File: config.mk
export PLATFORM = sky130hd
export DESIGN_NAME = cpu_sequencer_flat
export DESIGN_NICKNAME = d
export VERILOG_FILES = /design/src/rtl/cpu_pkg.sv /design/src/rtl/cpu_sequencer_if.sv /design/src/rtl/seq_wait_timer.sv /design/src/rtl/cpu_sequencer.sv /design/src/flat_wrapper.sv
export SDC_FILE = /design/constraint.sdc
export NUM_CORES = 1
export LEC_CHECK = 0
export CAP_MARGIN = 25
export CORE_MARGIN = 5
export CORE_UTILIZATION = 43
export DETAILED_ROUTE_END_ITERATION = 6
export PLACE_DENSITY = 0.75
export RECOVER_POWER = 25
export SLEW_MARGIN = 40
export SYNTH_ARGS = -nofsm -noshare
export SYNTH_HDL_FRONTEND = slang
export SYNTH_SLANG_ARGS = --single-unit
File: constraint.sdc
create_clock -name CLK -period 3.38 [get_ports CLK]
set_input_delay 0.845 -clock CLK [delete_from_list [all_inputs] [get_ports CLK]]
set_output_delay 0.845 -clock CLK [all_outputs]
set_load 0.1 [all_outputs]
File: src/rtl/cpu_pkg.sv
// Shared CPU definitions: sequencer state codes, opcode set and instruction width.
package cpu_pkg;

  localparam int INST_W = 32;

  typedef enum logic [2:0] {
    S_RESET_HOLD = 3'd0,
    S_FETCH      = 3'd1,
    S_DECODE     = 3'd2,
    S_EXECUTE    = 3'd3,
    S_MEMORY     = 3'd4,
    S_WRITEBACK  = 3'd5,
    S_HALTED     = 3'd6,
    S_FAULT      = 3'd7
  } seq_state_e;

  typedef enum logic [6:0] {
    OP_LOAD   = 7'b0000011,
    OP_IMM    = 7'b0010011,
    OP_AUIPC  = 7'b0010111,
    OP_STORE  = 7'b0100011,
    OP_OP     = 7'b0110011,
    OP_LUI    = 7'b0110111,
    OP_BRANCH = 7'b1100011,
    OP_JALR   = 7'b1100111,
    OP_JAL    = 7'b1101111
  } opcode_e;

  function automatic logic is_mem_op(input logic [INST_W-1:0] inst);
    return (inst[6:0] == OP_LOAD) || (inst[6:0] == OP_STORE);
  endfunction

endpackage

File: src/rtl/cpu_sequencer_if.sv
// Sequencer bus: memory handshakes, control-unit strobes, halt and debug/status signals.
interface cpu_sequencer_if;
  import cpu_pkg::*;

  logic              CORE_RST;
  logic              IMEM_REQ;
  logic              IMEM_ACK;
  logic [INST_W-1:0] IMEM_DATA;
  logic [INST_W-1:0] INST;
  logic              INST_ENB;
  logic              CU_WRITE_ENB;
  logic              DMEM_REQ;
  logic              DMEM_ACK;
  logic              RF_WE;
  logic              PC_CLK;
  logic              HALT;
  logic              HALTED;
  logic [2:0]        STATE;
  logic [31:0]       INSTRET;
  logic              FAULT;

  modport master (
    output CORE_RST, IMEM_REQ, INST, INST_ENB, DMEM_REQ, RF_WE, PC_CLK,
           HALTED, STATE, INSTRET, FAULT,
    input  IMEM_ACK, IMEM_DATA, CU_WRITE_ENB, DMEM_ACK, HALT
  );

  modport slave (
    input  CORE_RST, IMEM_REQ, INST, INST_ENB, DMEM_REQ, RF_WE, PC_CLK,
           HALTED, STATE, INSTRET, FAULT,
    output IMEM_ACK, IMEM_DATA, CU_WRITE_ENB, DMEM_ACK, HALT
  );
endinterface

File: src/rtl/seq_wait_timer.sv
// Handshake wait counter: clears while idle, counts un-acknowledged wait cycles,
// and flags expiry on the LIMIT-th such cycle.
module seq_wait_timer #(
  parameter int LIMIT = 255
) (
  input  logic clk,
  input  logic rst,
  input  logic clr,
  input  logic inc,
  output logic expired
);
  localparam logic [7:0] LAST = 8'(LIMIT - 1);

  logic [7:0] cnt_q, cnt_d;

  always_comb begin
    cnt_d = cnt_q;
    if (clr)      cnt_d = '0;
    else if (inc) cnt_d = cnt_q + 8'd1;
  end

  assign expired = inc && !clr && (cnt_q == LAST);

  always_ff @(posedge clk or posedge rst) begin
    if (rst) cnt_q <= '0;
    else     cnt_q <= cnt_d;
  end
endmodule

File: src/rtl/cpu_sequencer.sv
// Multi-cycle fetch/decode/execute/memory/writeback sequencer with reset hold, halt and retire count.
// Defining CPU_SEQ_TIMEOUT_EN adds a handshake timeout that parks the core in FAULT.
module cpu_sequencer
  import cpu_pkg::*;
#(
  parameter int RESET_HOLD_CYCLES = 4,
  parameter int TIMEOUT_CYCLES    = 255
) (
  input  logic            CLK,
  input  logic            RST,
  cpu_sequencer_if.master bus
);
  localparam logic [7:0] HOLD_LAST = 8'(RESET_HOLD_CYCLES - 1);

  seq_state_e        state_q, state_d;
  logic [7:0]        hold_cnt_q, hold_cnt_d;
  logic [INST_W-1:0] inst_q, inst_d;
  logic [31:0]       instret_q, instret_d;
  logic core_rst_q, core_rst_d, imem_req_q, imem_req_d, inst_enb_q, inst_enb_d;
  logic dmem_req_q, dmem_req_d, rf_we_q, rf_we_d, pc_clk_q, pc_clk_d;
  logic halted_q, halted_d, fault_q, fault_d;
  logic wait_expired;

`ifdef CPU_SEQ_TIMEOUT_EN
  logic waiting, wait_ack;
  assign waiting  = (state_q == S_FETCH) || (state_q == S_MEMORY);
  assign wait_ack = (state_q == S_FETCH) ? bus.IMEM_ACK : bus.DMEM_ACK;

  seq_wait_timer #(.LIMIT(TIMEOUT_CYCLES)) u_wait_timer (
    .clk     (CLK),
    .rst     (RST),
    .clr     (!waiting),
    .inc     (waiting && !wait_ack),
    .expired (wait_expired)
  );
`else
  // Waits are unbounded; TIMEOUT_CYCLES only matters when the timer is built.
  assign wait_expired = 1'b0 && (TIMEOUT_CYCLES > 0);
`endif

  always_comb begin
    state_d    = state_q;
    hold_cnt_d = hold_cnt_q;
    inst_d     = inst_q;
    instret_d  = instret_q;
    case (state_q)
      S_RESET_HOLD: begin
        if (hold_cnt_q == HOLD_LAST) state_d = bus.HALT ? S_HALTED : S_FETCH;
        else                         hold_cnt_d = hold_cnt_q + 8'd1;
      end
      S_FETCH: begin
        if (bus.IMEM_ACK) begin
          inst_d  = bus.IMEM_DATA;
          state_d = S_DECODE;
        end else if (wait_expired) begin
          state_d = S_FAULT;
        end
      end
      S_DECODE:  state_d = S_EXECUTE;
      S_EXECUTE: state_d = is_mem_op(inst_q) ? S_MEMORY : S_WRITEBACK;
      S_MEMORY: begin
        if (bus.DMEM_ACK)  state_d = S_WRITEBACK;
        else if (wait_expired) state_d = S_FAULT;
      end
      S_WRITEBACK: begin
        instret_d = instret_q + 32'd1;
        state_d   = bus.HALT ? S_HALTED : S_FETCH;
      end
      S_HALTED: if (!bus.HALT) state_d = S_FETCH;
      default:  state_d = state_q;
    endcase

    // Outputs are decoded from the next state so they flop out glitch-free.
    core_rst_d = (state_d == S_RESET_HOLD);
    imem_req_d = (state_d == S_FETCH);
    inst_enb_d = (state_d == S_DECODE);
    dmem_req_d = (state_d == S_MEMORY);
    pc_clk_d   = (state_d == S_WRITEBACK);
    rf_we_d    = (state_d == S_WRITEBACK) && (bus.CU_WRITE_ENB || (inst_d[6:0] == OP_LOAD));
    halted_d   = (state_d == S_HALTED);
`ifdef CPU_SEQ_TIMEOUT_EN
    fault_d    = (state_d == S_FAULT);
`else
    fault_d    = 1'b0;
`endif
  end

  always_ff @(posedge CLK or posedge RST) begin
    if (RST) begin
      state_q    <= S_RESET_HOLD;
      hold_cnt_q <= '0;
      inst_q     <= '0;
      instret_q  <= '0;
      core_rst_q <= 1'b1;
      imem_req_q <= 1'b0;
      inst_enb_q <= 1'b0;
      dmem_req_q <= 1'b0;
      rf_we_q    <= 1'b0;
      pc_clk_q   <= 1'b0;
      halted_q   <= 1'b0;
      fault_q    <= 1'b0;
    end else begin
      state_q    <= state_d;
      hold_cnt_q <= hold_cnt_d;
      inst_q     <= inst_d;
      instret_q  <= instret_d;
      core_rst_q <= core_rst_d;
      imem_req_q <= imem_req_d;
      inst_enb_q <= inst_enb_d;
      dmem_req_q <= dmem_req_d;
      rf_we_q    <= rf_we_d;
      pc_clk_q   <= pc_clk_d;
      halted_q   <= halted_d;
      fault_q    <= fault_d;
    end
  end

  assign bus.CORE_RST = core_rst_q;
  assign bus.IMEM_REQ = imem_req_q;
  assign bus.INST     = inst_q;
  assign bus.INST_ENB = inst_enb_q;
  assign bus.DMEM_REQ = dmem_req_q;
  assign bus.RF_WE    = rf_we_q;
  assign bus.PC_CLK   = pc_clk_q;
  assign bus.HALTED   = halted_q;
  assign bus.STATE    = state_q;
  assign bus.INSTRET  = instret_q;
  assign bus.FAULT    = fault_q;
endmodule

File: src/flat_wrapper.sv
// flat-port wrapper written by rule: the top's interface ports become plain ports
module cpu_sequencer_flat import cpu_pkg::*;
#(
  parameter int RESET_HOLD_CYCLES = 4,
  parameter int TIMEOUT_CYCLES    = 255
)
  (CLK, RST, bus_CORE_RST, bus_IMEM_REQ, bus_INST, bus_INST_ENB, bus_DMEM_REQ, bus_RF_WE, bus_PC_CLK, bus_HALTED, bus_STATE, bus_INSTRET, bus_FAULT, bus_IMEM_ACK, bus_IMEM_DATA, bus_CU_WRITE_ENB, bus_DMEM_ACK, bus_HALT);
  cpu_sequencer_if bus_i ();
  input  logic CLK;
  input  logic RST;
  output wire logic [$bits(bus_i.CORE_RST)-1:0] bus_CORE_RST;
  output wire logic [$bits(bus_i.IMEM_REQ)-1:0] bus_IMEM_REQ;
  output wire logic [$bits(bus_i.INST)-1:0] bus_INST;
  output wire logic [$bits(bus_i.INST_ENB)-1:0] bus_INST_ENB;
  output wire logic [$bits(bus_i.DMEM_REQ)-1:0] bus_DMEM_REQ;
  output wire logic [$bits(bus_i.RF_WE)-1:0] bus_RF_WE;
  output wire logic [$bits(bus_i.PC_CLK)-1:0] bus_PC_CLK;
  output wire logic [$bits(bus_i.HALTED)-1:0] bus_HALTED;
  output wire logic [$bits(bus_i.STATE)-1:0] bus_STATE;
  output wire logic [$bits(bus_i.INSTRET)-1:0] bus_INSTRET;
  output wire logic [$bits(bus_i.FAULT)-1:0] bus_FAULT;
  input wire logic [$bits(bus_i.IMEM_ACK)-1:0] bus_IMEM_ACK;
  input wire logic [$bits(bus_i.IMEM_DATA)-1:0] bus_IMEM_DATA;
  input wire logic [$bits(bus_i.CU_WRITE_ENB)-1:0] bus_CU_WRITE_ENB;
  input wire logic [$bits(bus_i.DMEM_ACK)-1:0] bus_DMEM_ACK;
  input wire logic [$bits(bus_i.HALT)-1:0] bus_HALT;
  assign bus_CORE_RST = bus_i.CORE_RST;
  assign bus_IMEM_REQ = bus_i.IMEM_REQ;
  assign bus_INST = bus_i.INST;
  assign bus_INST_ENB = bus_i.INST_ENB;
  assign bus_DMEM_REQ = bus_i.DMEM_REQ;
  assign bus_RF_WE = bus_i.RF_WE;
  assign bus_PC_CLK = bus_i.PC_CLK;
  assign bus_HALTED = bus_i.HALTED;
  assign bus_STATE = bus_i.STATE;
  assign bus_INSTRET = bus_i.INSTRET;
  assign bus_FAULT = bus_i.FAULT;
  assign bus_i.IMEM_ACK = bus_IMEM_ACK;
  assign bus_i.IMEM_DATA = bus_IMEM_DATA;
  assign bus_i.CU_WRITE_ENB = bus_CU_WRITE_ENB;
  assign bus_i.DMEM_ACK = bus_DMEM_ACK;
  assign bus_i.HALT = bus_HALT;
  cpu_sequencer #(.RESET_HOLD_CYCLES(RESET_HOLD_CYCLES), .TIMEOUT_CYCLES(TIMEOUT_CYCLES)) u_core (.CLK(CLK), .RST(RST), .bus(bus_i));
endmodule
=== After elaboration in Yosys (flattened, before gate mapping) ===
Cells that the tools add are included.

* Output and inout port bits: 75
* Bits of input ports: 38
* Bits in registers: 82
* Word-level logic and storage cells: 46

* Bitwise gates (word level): 1
* Muxes and demuxes: 9
* $add $sub $neg: 2
* Reductions and logical operators: 7
* Equal/unequal tests: 15

{| class="wikitable"
|+ Operators by type and width
! kind !! count
|-
| 32-bit by 1-bit adder with 32-bit output, second input constant || 1
|-
| 3-bit case mux with 7 select lines || 1
|-
| 3-bit == test, second input constant || 6
|-
| 3-bit 2-to-1 mux || 5
|-
| 7-bit by 2-bit == test with 1-bit output, second input constant || 2
|-
| 7-bit 2-to-1 mux || 2
|-
| 3-bit by 2-bit == test with 1-bit output, second input constant || 3
|-
| 8-bit by 1-bit adder with 8-bit output, second input constant || 1
|-
| 8-bit by 2-bit == test with 1-bit output, second input constant || 1
|-
| 7-bit by 6-bit == test with 1-bit output, second input constant || 1
|-
| 3-bit by 1-bit == test with 1-bit output, second input constant || 2
|-
| 3-bit logical NOT || 2
|-
| 2-bit AND reduction || 2
|-
| 1-bit logical OR || 2
|-
| 1-bit logical AND || 1
|-
| 1-bit 2-to-1 mux || 1
|-
| 1-bit inverter || 1
|}

=== Logic depth before layout (Yosys ltp) ===
Gate-level depths: netlist (run 1).

* Word-level depth: 6
* Mapped depth: 7
* Mapped depth without buffers: 6

=== Worst setup path before layout (run 1) ===
Ideal clock, no wire load.

* Kind: reg2reg
* From: register u_core.state_q[0], in the netlist u_core.bus.STATE[0]
* To: register u_core.hold_cnt_q[1]
* Required time: 3252 ps
* Arrival time: 2401 ps
* Clock period less this slack: 2528 ps
* Path buffers: 2
* Cell stages (with the launch flop): 8
* Slack: 852 ps
* Setup time: 128 ps
* Cell sequence: dfrtp_1 buf_2 nor2_1 and3_1 a311o_1 buf_6 nor2_2 mux2_1

* Longest elaborated chain between the ends: 2

{| class="wikitable"
|+ RTL lines
! item !! line !! text
|-
| start, declared || cpu_sequencer.sv:15 || <nowiki>seq_state_e state_q, state_d;</nowiki>
|-
| start signal, assigned || cpu_sequencer.sv:103 || <nowiki>state_q <= state_d;</nowiki>
|-
| 3-bit logical NOT || cpu_sequencer.sv:46 || <nowiki>case (state_q)</nowiki>
|-
| 2-bit AND reduction (no source line) || - ||
|-
| end signal, assigned || cpu_sequencer.sv:104 || <nowiki>hold_cnt_q <= hold_cnt_d;</nowiki>
|-
| end, declared || cpu_sequencer.sv:16 || <nowiki>logic [7:0] hold_cnt_q, hold_cnt_d;</nowiki>
|}

Every way passes these cells.
A chain may end at the register's enable or synchronous reset.

==> reports/results.tsv, run 1 <==
stage	metric	value	unit
worst_setup_path	Max stage delay on crit path	490	ps
final_layout	area delta synth->final	35.4	%
detailed_routing	via-per-instance ratio	5.04	
synth	proportion of synthesized area in mux cells	10.7	%
clock_tree	Sink Count	82	
synth	Synth Area in XOR/XNOR	9.34	%
grt	largest net degree at the start of global routing	46	
outcome	status	complete, but fails checks	
clock_tree	CTS tree	built	
clock_tree	Setup Buffers After CTS	0	
worst_setup_path	worst r2r src	u_core.bus.STATE[2]	
floorplan	height of the die	101	µm
synth	most common cell in the netlist	dfrtp_1	
grt	initial antenna violation count	0	
job	number of max-cap violations	1	
detailed_routing	drt drc	0	
synth	largest family of logic cells by synthesized area	simple AND/OR/NAND/NOR gates	
place	routability cong.	0.799	
synth	ranking of synthesized cells by area	dfrtp_1 57%, mux2_2 10%, xnor2_1 6.9%	
pwr	Peak supply drop	0.247	mV
floorplan	Die Width	101	µm
grt	vias in the first global route	2543	
worst_setup_path	Worst Path Required	3610	ps
clock_tree	H-tree depth	3	
synth	biggest area consumer among synthesized cells	dfrtp_1	
final_layout	Sequential cell area	2050	µm²
synth	commonest cells in the netlist	81 x dfrtp_1, 33 x mux2_2, 28 x xnor2_1, 21 x nand3_1, 19 x nand2_1	
sta	Max-slew headroom	-11.0	%
place	HPWL Detailed	5700	µm
synth	Synth Area in Adders	0.702	%
final_layout	Final #Nets	434	
floorplan	# rows	33	
grt	Overflow after GRT	0	
detailed_routing	routed len/inst	15.0	µm
detailed_routing	DR pass1 iterations	4	
place	port buffer count	111	
worst_setup_path	r2r setup slk	1130	ps
final_layout	Finished Core Util	59.3	%
clock_tree	hold-fix buffers at CTS	0	
worst_setup_path	CP bufs+invs	1	
sta	Slew Viols, Final	38	
synth	Synth Net Count	319	
final_layout	layout cells sized above 1	34.3	%
final_layout	footprint of the multi-input gates	1440	µm²
sta	crit share post-route	75.2	%
grt	Tot GR Track Use	15.5	%
min_path	worst hold-check path type	flip-flop to flip-flop	
synth	ys async rst share	100	%
clock_tree	Worst-Skew Late Latency	340	ps
synth	Mapped Area	3560	µm²
place	pre-CTS setup slack	490	ps
worst_setup_path	CP delay by family, top	compound AO/OA/AOI/OAI gates	
floorplan	IO Count	113	
worst_setup_path	Crit. Startpoint	bus_HALT	
detailed_routing	WL final	7540	µm
synth	post-synth top area share	56.9	%
detailed_routing	DRT iter0 DRCs	45	
clock_tree	post-cts resize count	0	
synth	Synth Register Bits	82	
sta	Worst Skew	8.32	ps
synth	Post-synth EDFFs	0	
synth	Seq/Total Area, Yosys	57.6	%
worst_setup_path	startpoint types	input pin	
outcome	failing checks	max-capacitance violations, max-slew violations	
worst_setup_path	Setup CP Type	input pin to flip-flop	
sta	Setup TNS Final	0	ps
floorplan	Initial Util	43.8	%
clock_tree	total CTS buffers	9	
floorplan	DIE AREA	10200	µm²
worst_setup_path	Crit. End Element	flip-flop	
synth	warning count from the yosys run	0	
synth	Mapped Cells	279	
pwr	pwr dens	374	nW/µm²
sta	RSZ-0062 raised after global routing	false	
final_layout	FILL cells	699	
synth	synth unique cells	46	
detailed_routing	vias	2529	
synth	Avg Inst Size Synth	12.8	µm²
final_layout	antenna cells	0	
sta	Setup Viol. Count Final	0	
synth	Synth Flop Type	dfrtp_1	
sta	Slew @ Worst Pin	1660	ps
clock_tree	clock root buffer	clkbuf_8	
worst_setup_path	Arr. time, crit path	2770	ps
clock_tree	clk slew on worst S/H paths	80	ps
worst_setup_path	CP Max Fanout	9	
pwr	Pleak	2.46	nW
synth	post-synthesis compound-gate area fraction	2.63	%
sta	Setup WS post-layout	838	ps
min_path	worst hold start	u_core.bus.INSTRET[31]	
sta	Max Freq	0.393	GHz
detailed_routing	DRT antenna net count	0	
floorplan	core area	8130	µm²
worst_setup_path	worst-path cell chain	clkdlybuf4s50_1, a21bo_1, a221oi_1, a311o_1, nor2_2, mux2_1	
clock_tree	Bufs on Longest Clock Path	2	
sta	final hold violation count	0	
sta	post-layout min period	2540	ps
synth	Simple-Gate Fraction of Synth Area	16.6	%
grt	first-pass GRT wire length	12500	µm
worst_setup_path	CP max stage cell	clkdlybuf4s50_1	
-- where the power goes --
part / internal [mW] / switching (mW) / leakage [nW] / total (mW)
logic: 0.0416 / 0.0316 / 1.23 / 0.0733
clock network: 0.428 / 0.325 / 0.105 / 0.752
registers: 0.980 / 0 / 1.12 / 0.980
-- final timing paths --
kind | cells after the start | endpoint
hold / removal | 1 | u_core.bus.INSTRET[31]
setup reg to reg | 5 | u_core.hold_cnt_q[1]
min in group asynchronous | 2 | u_core.bus.INST[23]
setup / recovery | 6 | u_core.hold_cnt_q[1]
hold reg to reg | 1 | u_core.bus.INSTRET[31]
max in group asynchronous | 3 | u_core.bus.CORE_RST
-- cells by family after synthesis --
logic type      Yosys count
compound gates           12
other cells               1
buf+inv                  16
xor+xnor                 38
flops                    82
fa+ha+maj                 2
simple gates             94
mux                      34
-- layer usage --
metal | up-vias | track usage [%] | wire [µm]
met5 | - | 0 | 0
met2 | 79 | 25.6 | 3690
li1 | 1206 | - | -
met3 | 14 | 4.15 | 504
met4 | 0 | 6.34 | 170
met1 | 1230 | 19.4 | 3180
-- cell type report --
class                           instances  share of cell area, %
Clock inverter                          3                   1.35
Clock buffer                           11                   2.93
Inverter                                7                  0.571
Sequential cell                        82                   42.6
Tap cell                              105                   2.72
Multi-Input combinational cell        181                   29.8
Timing Repair Buffer                  113                   20.0
-- layout by cell type (no fill, tap or decap), types with 2 or more instances in the layout --
| master | Yosys | final |
|---|---|---|
| a21oi_1 | 2 | 2 |
| a311o_1 | 2 | 2 |
| and2_1 | 3 | 3 |
| and3_1 | 8 | 8 |
| buf_12 | 0 | 2 |
| buf_4 | 1 | 74 |
| bufinv_16 | 0 | 2 |
| clkbuf_8 | 0 | 10 |
| clkdlybuf4s50_1 | 0 | 36 |
| dfrtp_1 | 81 | 81 |
| ha_1 | 2 | 2 |
| inv_1 | 7 | 6 |
| mux2_2 | 33 | 33 |
| nand2_1 | 19 | 19 |
| nand3_1 | 21 | 22 |
| nand4_1 | 4 | 4 |
| nor2_1 | 9 | 9 |
| nor2b_1 | 3 | 3 |
| nor3_1 | 4 | 4 |
| nor4_1 | 2 | 2 |
| nor4_2 | 3 | 3 |
| nor4_4 | 3 | 3 |
| nor4b_1 | 2 | 2 |
| xnor2_1 | 28 | 28 |
| xor2_1 | 10 | 10 |
-- sequential cells by signal, indices dropped and copies added (netlist names) --
register             count
u_core.bus.DMEM_REQ      1
u_core.bus.RF_WE         1
u_core.bus.INST         32
u_core.bus.INST_ENB      1
u_core.bus.PC_CLK        1
u_core.bus.IMEM_REQ      1
u_core.bus.STATE         3
u_core.hold_cnt_q        8
u_core.bus.HALTED        1
u_core.bus.CORE_RST      1
u_core.bus.INSTRET      32
-- stage by stage --
stage / instance area [µm²] / power (mW) / instances / hold slack, ps
2_1_floorplan: 3560 / 1.02 / 279 / 443
3_3_place_gp: 4620 / 1.07 / 488 / 462
3_5_place_dp: 4620 / 1.08 / 488 / 464
4_1_cts: 4830 / 1.83 / 502 / 479
5_1_grt: 4820 / 1.88 / 502 / 508
6_report: 4820 / 1.81 / 502 / 471
Note: power is estimated with default switching activity, not from simulation.
==> run 2, diff against run 1 <==
==> constraint.sdc (replaced) <==
create_clock -name CLK -period 2.65 [get_ports CLK]
set_input_delay 0.6625 -clock CLK [delete_from_list [all_inputs] [get_ports CLK]]
set_output_delay 0.6625 -clock CLK [all_outputs]
set_load 0.1 [all_outputs]
==> reports/results.tsv, run 2 (same netlist as run 1, synthesis figures left out) <==
stage	metric	value	unit	change
place	port buffer count	111		unchanged
clock_tree	clock root buffer	clkbuf_8		
worst_setup_path	startpoint types	input pin		
final_layout	Final #Nets	437		+0.69%
sta	Setup Viol. Count Final	0		unchanged
detailed_routing	DR pass1 iterations	4		unchanged
worst_setup_path	Setup CP Type	input pin to flip-flop		
worst_setup_path	Worst Path Required	2900	ps	-710 ps
sta	Slew Viols, Final	0		-100%
clock_tree	CTS tree	built		
clock_tree	hold-fix buffers at CTS	0		unchanged
detailed_routing	WL final	7590	µm	+0.58%
place	routability cong.	0.820		+2.7%
sta	Slew @ Worst Pin	864	ps	-792 ps
sta	Max-slew headroom	42.1	%	+53 points
clock_tree	H-tree depth	3		unchanged
sta	final hold violation count	0		unchanged
floorplan	Initial Util	43.8	%	unchanged
detailed_routing	DRT iter0 DRCs	34		-24%
grt	first-pass GRT wire length	12500	µm	-0.33%
floorplan	height of the die	101	µm	unchanged
floorplan	IO Count	113		unchanged
min_path	worst hold start	u_core.bus.INSTRET[31]		
worst_setup_path	Crit. End Element	flip-flop		
floorplan	DIE AREA	10200	µm²	unchanged
grt	largest net degree at the start of global routing	41		-11%
sta	Max Freq	0.452	GHz	
min_path	hold endpoint	u_core.bus.INSTRET[31]		
sta	post-layout min period	2210	ps	
floorplan	core area	8130	µm²	unchanged
clock_tree	Worst-Skew Late Latency	340	ps	about the same
outcome	status	finished clean		
detailed_routing	via-per-instance ratio	5.00		-0.79%
worst_setup_path	Crit. Startpoint	bus_HALT		
place	HPWL Detailed	5740	µm	+0.74%
detailed_routing	vias	2534		+0.20%
worst_setup_path	worst r2r src	u_core.bus.STATE[2]		
clock_tree	total CTS buffers	9		unchanged
final_layout	FILL cells	675		-3.4%
min_path	WHS Path Cells	1		unchanged
final_layout	most common cell after layout, fill and taps aside	dfrtp_1		
detailed_routing	DRT antenna net count	0		unchanged
floorplan	Die Width	101	µm	unchanged
final_layout	Layout Cells excl Fill	507		+1.0%
sta	crit share post-route	83.6	%	
worst_setup_path	r2r endpoint	u_core.bus.INSTRET[29]		
grt	Overflow after GRT	0		unchanged
worst_setup_path	Arr. time, crit path	2470	ps	-300 ps
clock_tree	post-cts resize count	0		unchanged
grt	vias in the first global route	2536		-0.28%
grt	Tot GR Track Use	15.5	%	-0.050 points
job	number of max-cap violations	0		-1
detailed_routing	routed len/inst	15.0	µm	-0.41%
clock_tree	clk slew on worst S/H paths	70	ps	about the same
final_layout	antenna cells	0		unchanged
grt	initial antenna violation count	0		unchanged
worst_setup_path	worst r2r path cells	5		unchanged
clock_tree	Sink Count	82		unchanged
sta	Setup TNS Final	0	ps	unchanged
worst_setup_path	r2r setup slk	560	ps	-570 ps
detailed_routing	drt drc	0		unchanged
pwr	pwr dens	474	nW/µm²	+27%
sta	Worst Skew	12.9	ps	+4.56 ps
floorplan	# rows	33		unchanged
clock_tree	Setup Buffers After CTS	0		unchanged
place	Placed Cells	491		+0.61%
clock_tree	Bufs on Longest Clock Path	2		unchanged
final_layout	layout cells sized above 1	35.1	%	+0.82 points
pwr	Pleak	2.47	nW	+0.50%
sta	RSZ-0062 raised after global routing	false		
final_layout	area delta synth->final	36.1	%	
worst_setup_path	CP Max Fanout	6		-3
pwr	Peak supply drop	0.300	mV	+21%
final_layout	most frequent cells in the layout	81 x dfrtp_1, 76 x buf_4, 36 x clkdlybuf4s50_1, 33 x mux2_2, 28 x xnor2_1		
min_path	worst hold-check path type	flip-flop to flip-flop		
-- run 2: cell types whose count changed in the layout (fill, tap and decap cells not counted) --
cell      previous run  this run
clkinv_2             1         2
and4b_1              1         0
clkbuf_8            10         9
nand3_2              0         1
nand3_1             22        21
and4b_2              0         1
clkbuf_1             1         3
clkbuf_2             0         1
buf_4               74        76
-- run 2: per-layer routing --
| layer | vias to the layer above | GRT usage, % | share of wire, % |
|---|---|---|---|
| met5 | - | 0 | 0 |
| met4 | 0 | 5.21 | 1.3 |
| met3 | 9 | 3.81 | 6.0 |
| met2 | 62 | 25.6 | 50 |
| met1 | 1249 | 20.0 | 43 |
| li1 | 1214 | - | - |
-- run 2: worst max path at each step --
stage                                end
floorplan           u_core.hold_cnt_q[1]
global placement    u_core.hold_cnt_q[5]
detailed placement  u_core.hold_cnt_q[6]
CTS                 u_core.hold_cnt_q[7]
global route        u_core.hold_cnt_q[1]
finish              u_core.hold_cnt_q[7]
-- run 2: worst max-delay path, stage by stage --
cell and delay (ps):
clkdlybuf4s50_1 560, and3b_1 190, a221oi_1 50, a311o_1 380, buf_4 190, nor4_4 270
xor2_1 160
-- run 2: cell type report --
type	instances	area (µm²)	area share [%]
Multi-Input combinational cell	181	1450	29.8
Inverter	7	27.5	0.568
Clock inverter	4	70.1	1.45
Sequential cell	82	2050	42.3
Tap cell	105	131	2.71
Timing Repair Buffer	116	986	20.3
Clock buffer	12	135	2.79
-- run 2: power breakdown --
part	internal [mW]	switching [mW]	leakage [nW]	total (mW)
Clock	0.530	0.424	0.104	0.954
Combinational	0.0534	0.0401	1.24	0.0935
Sequential	1.25	0	1.12	1.25
Total	1.83	0.464	2.47	2.30
-- run 2: metrics by stage --
| step | hold slack [ps] | cell area, µm² | worst slack [ps] | util [%] | power, mW |
|---|---|---|---|---|---|
| detailed placement | 462 | 4660 | 87.2 | 57.3 | 1.37 |
| floorplan | 443 | 3570 | 122 | - | 1.30 |
| global placement | 462 | 4660 | 134 | 57.3 | 1.37 |
| finish | 474 | 4850 | 436 | 59.6 | 2.30 |
| global route | 503 | 4850 | 321 | 59.6 | 2.39 |
| CTS | 484 | 4870 | 448 | 59.8 | 2.33 |
==> run 3, diff against run 2 <==
==> constraint.sdc (replaced) <==
create_clock -name CLK -period 2.27 [get_ports CLK]
set_input_delay 0.5675 -clock CLK [delete_from_list [all_inputs] [get_ports CLK]]
set_output_delay 0.5675 -clock CLK [all_outputs]
set_load 0.1 [all_outputs]
==> reports/results.tsv, run 3 (same netlist as run 1, synthesis figures left out) <==
stage	metric	value	unit	change
outcome	status	finished clean		
floorplan	# rows	33		unchanged
clock_tree	Setup Buffers After CTS	0		unchanged
clock_tree	CTS tree	built		
grt	largest net degree at the start of global routing	57		+39%
clock_tree	hold-fix buffers at CTS	0		unchanged
worst_setup_path	CP max stage cell	clkdlybuf4s50_1		
floorplan	core area	8130	µm²	unchanged
floorplan	Initial Util	43.8	%	unchanged
grt	Overflow after GRT	0		unchanged
final_layout	most common cell after layout, fill and taps aside	buf_4		
grt	vias in the first global route	2641		+4.1%
sta	Slew Viols, Final	0		unchanged
worst_setup_path	worst-path cell chain	clkdlybuf4s50_1, buf_4, nor4bb_1, a311o_1, nand2_1, nor2_2, mux2_1		
floorplan	height of the die	101	µm	unchanged
detailed_routing	DRT antenna net count	0		unchanged
clock_tree	Bufs on Longest Clock Path	2		unchanged
sta	post-layout min period	2010	ps	
grt	Tot GR Track Use	16.1	%	+0.57 points
place	port buffer count	111		unchanged
final_layout	area delta synth->final	38.8	%	
pwr	pwr dens	553	nW/µm²	+17%
final_layout	Final #Nets	443		+1.4%
sta	Max Freq	0.497	GHz	
floorplan	Die Width	101	µm	unchanged
clock_tree	clk slew on worst S/H paths	80	ps	about the same
worst_setup_path	r2r setup slk	300	ps	-260 ps
pwr	Total Power	2.74	mW	+19%
detailed_routing	DRT iter0 DRCs	37		+8.8%
worst_setup_path	Max stage delay on crit path	430	ps	-130 ps
clock_tree	post-cts resize count	0		unchanged
place	routability cong.	0.762		-7.2%
sta	crit share post-route	88.7	%	
clock_tree	H-tree depth	3		unchanged
worst_setup_path	CP bufs+invs	2		unchanged
sta	Worst Skew	15.6	ps	+2.67 ps
detailed_routing	routed len/inst	15.2	µm	+1.5%
min_path	worst hold-check path type	flip-flop to flip-flop		
worst_setup_path	startpoint types	input pin		
worst_setup_path	Arr. time, crit path	2240	ps	-230 ps
job	number of max-cap violations	0		unchanged
worst_setup_path	CP Max Fanout	4		-2
floorplan	DIE AREA	10200	µm²	unchanged
pwr	Peak supply drop	0.291	mV	-3.1%
detailed_routing	WL final	7790	µm	+2.7%
worst_setup_path	Crit. End Element	flip-flop		
worst_setup_path	Worst Path Required	2500	ps	-400 ps
final_layout	antenna cells	0		unchanged
floorplan	IO Count	113		unchanged
final_layout	most frequent cells in the layout	80 x buf_4, 58 x dfrtp_1, 37 x clkdlybuf4s50_1, 33 x mux2_2, 28 x xnor2_1		
detailed_routing	drt drc	0		unchanged
sta	worst hold margin	476	ps	+1.88 ps
sta	Setup Viol. Count Final	0		unchanged
grt	initial antenna violation count	0		unchanged
clock_tree	Worst-Skew Late Latency	350	ps	about the same
clock_tree	Sink Count	82		unchanged
sta	final hold violation count	0		unchanged
grt	first-pass GRT wire length	12900	µm	+2.9%
sta	RSZ-0062 raised after global routing	false		
detailed_routing	vias	2583		+1.9%
worst_setup_path	Setup CP Type	input pin to flip-flop		
detailed_routing	via-per-instance ratio	5.04		+0.74%
pwr	Pleak	2.48	nW	+0.28%
place	HPWL Detailed	5890	µm	+2.5%
final_layout	layout cells sized above 1	41.9	%	+6.8 points
sta	Slew @ Worst Pin	1360	ps	+491 ps
clock_tree	clock root buffer	clkbuf_8		
detailed_routing	DR pass1 iterations	4		unchanged
sta	Max-slew headroom	9.65	%	-32 points
worst_setup_path	CP delay by family, top	buffers and inverters		
clock_tree	total CTS buffers	9		unchanged
[run 3: per-stage QoR]
stage / cell area [µm²] / setup TNS [ps] / cells / util (%) / worst slack (ps)
4_1_cts: 4970 / 0 / 513 / 61.1 / 265
3_3_place_gp: 4750 / -268 / 497 / 58.4 / -72.7
2_1_floorplan: 3600 / 0 / 279 / - / 2.72
6_report: 4950 / 0 / 513 / 60.8 / 256
3_5_place_dp: 4750 / -559 / 497 / 58.4 / -113
5_1_grt: 4950 / 0 / 513 / 60.8 / 99.9
[run 3: path summary, 6_finish.rpt]
check | cells after the start | end | from
worst max-delay path | 7 | u_core.hold_cnt_q[1] | bus_HALT
worst min-delay path | 1 | u_core.bus.INSTRET[31] | u_core.bus.INSTRET[31]
worst max register to register | 6 | u_core.hold_cnt_q[5] | u_core.bus.STATE[2]
worst min register to register | 1 | u_core.bus.INSTRET[31] | u_core.bus.INSTRET[31]
max in group asynchronous | 3 | u_core.bus.INST[7] | RST
min in group asynchronous | 3 | u_core.bus.INSTRET[16] | RST
[run 3: layout make-up]
| type | instances | area (µm²) |
|---|---|---|
| fill | 638 | 3190 |
| sequential | 82 | 2080 |
| multi-input combinational | 181 | 1450 |
| timing repair buffer | 122 | 1040 |
| clock buffer | 11 | 141 |
| tap | 105 | 131 |
| clock inverter | 5 | 77.6 |
| inverter | 7 | 30.0 |
[run 3: power breakdown]
group / leakage (nW) / internal [mW] / total [mW] / switching (mW)
registers: 1.09 / 1.46 / 1.46 / 0
clock network: 0.109 / 0.647 / 1.17 / 0.522
logic: 1.28 / 0.0607 / 0.107 / 0.0467
[run 3: per-layer routing]
metal / global-route usage [%] / wire length, µm
met5: 0 / 0
met4: 6.13 / 137
met3: 4.15 / 502
met2: 25.7 / 3840
met1: 21.0 / 3320
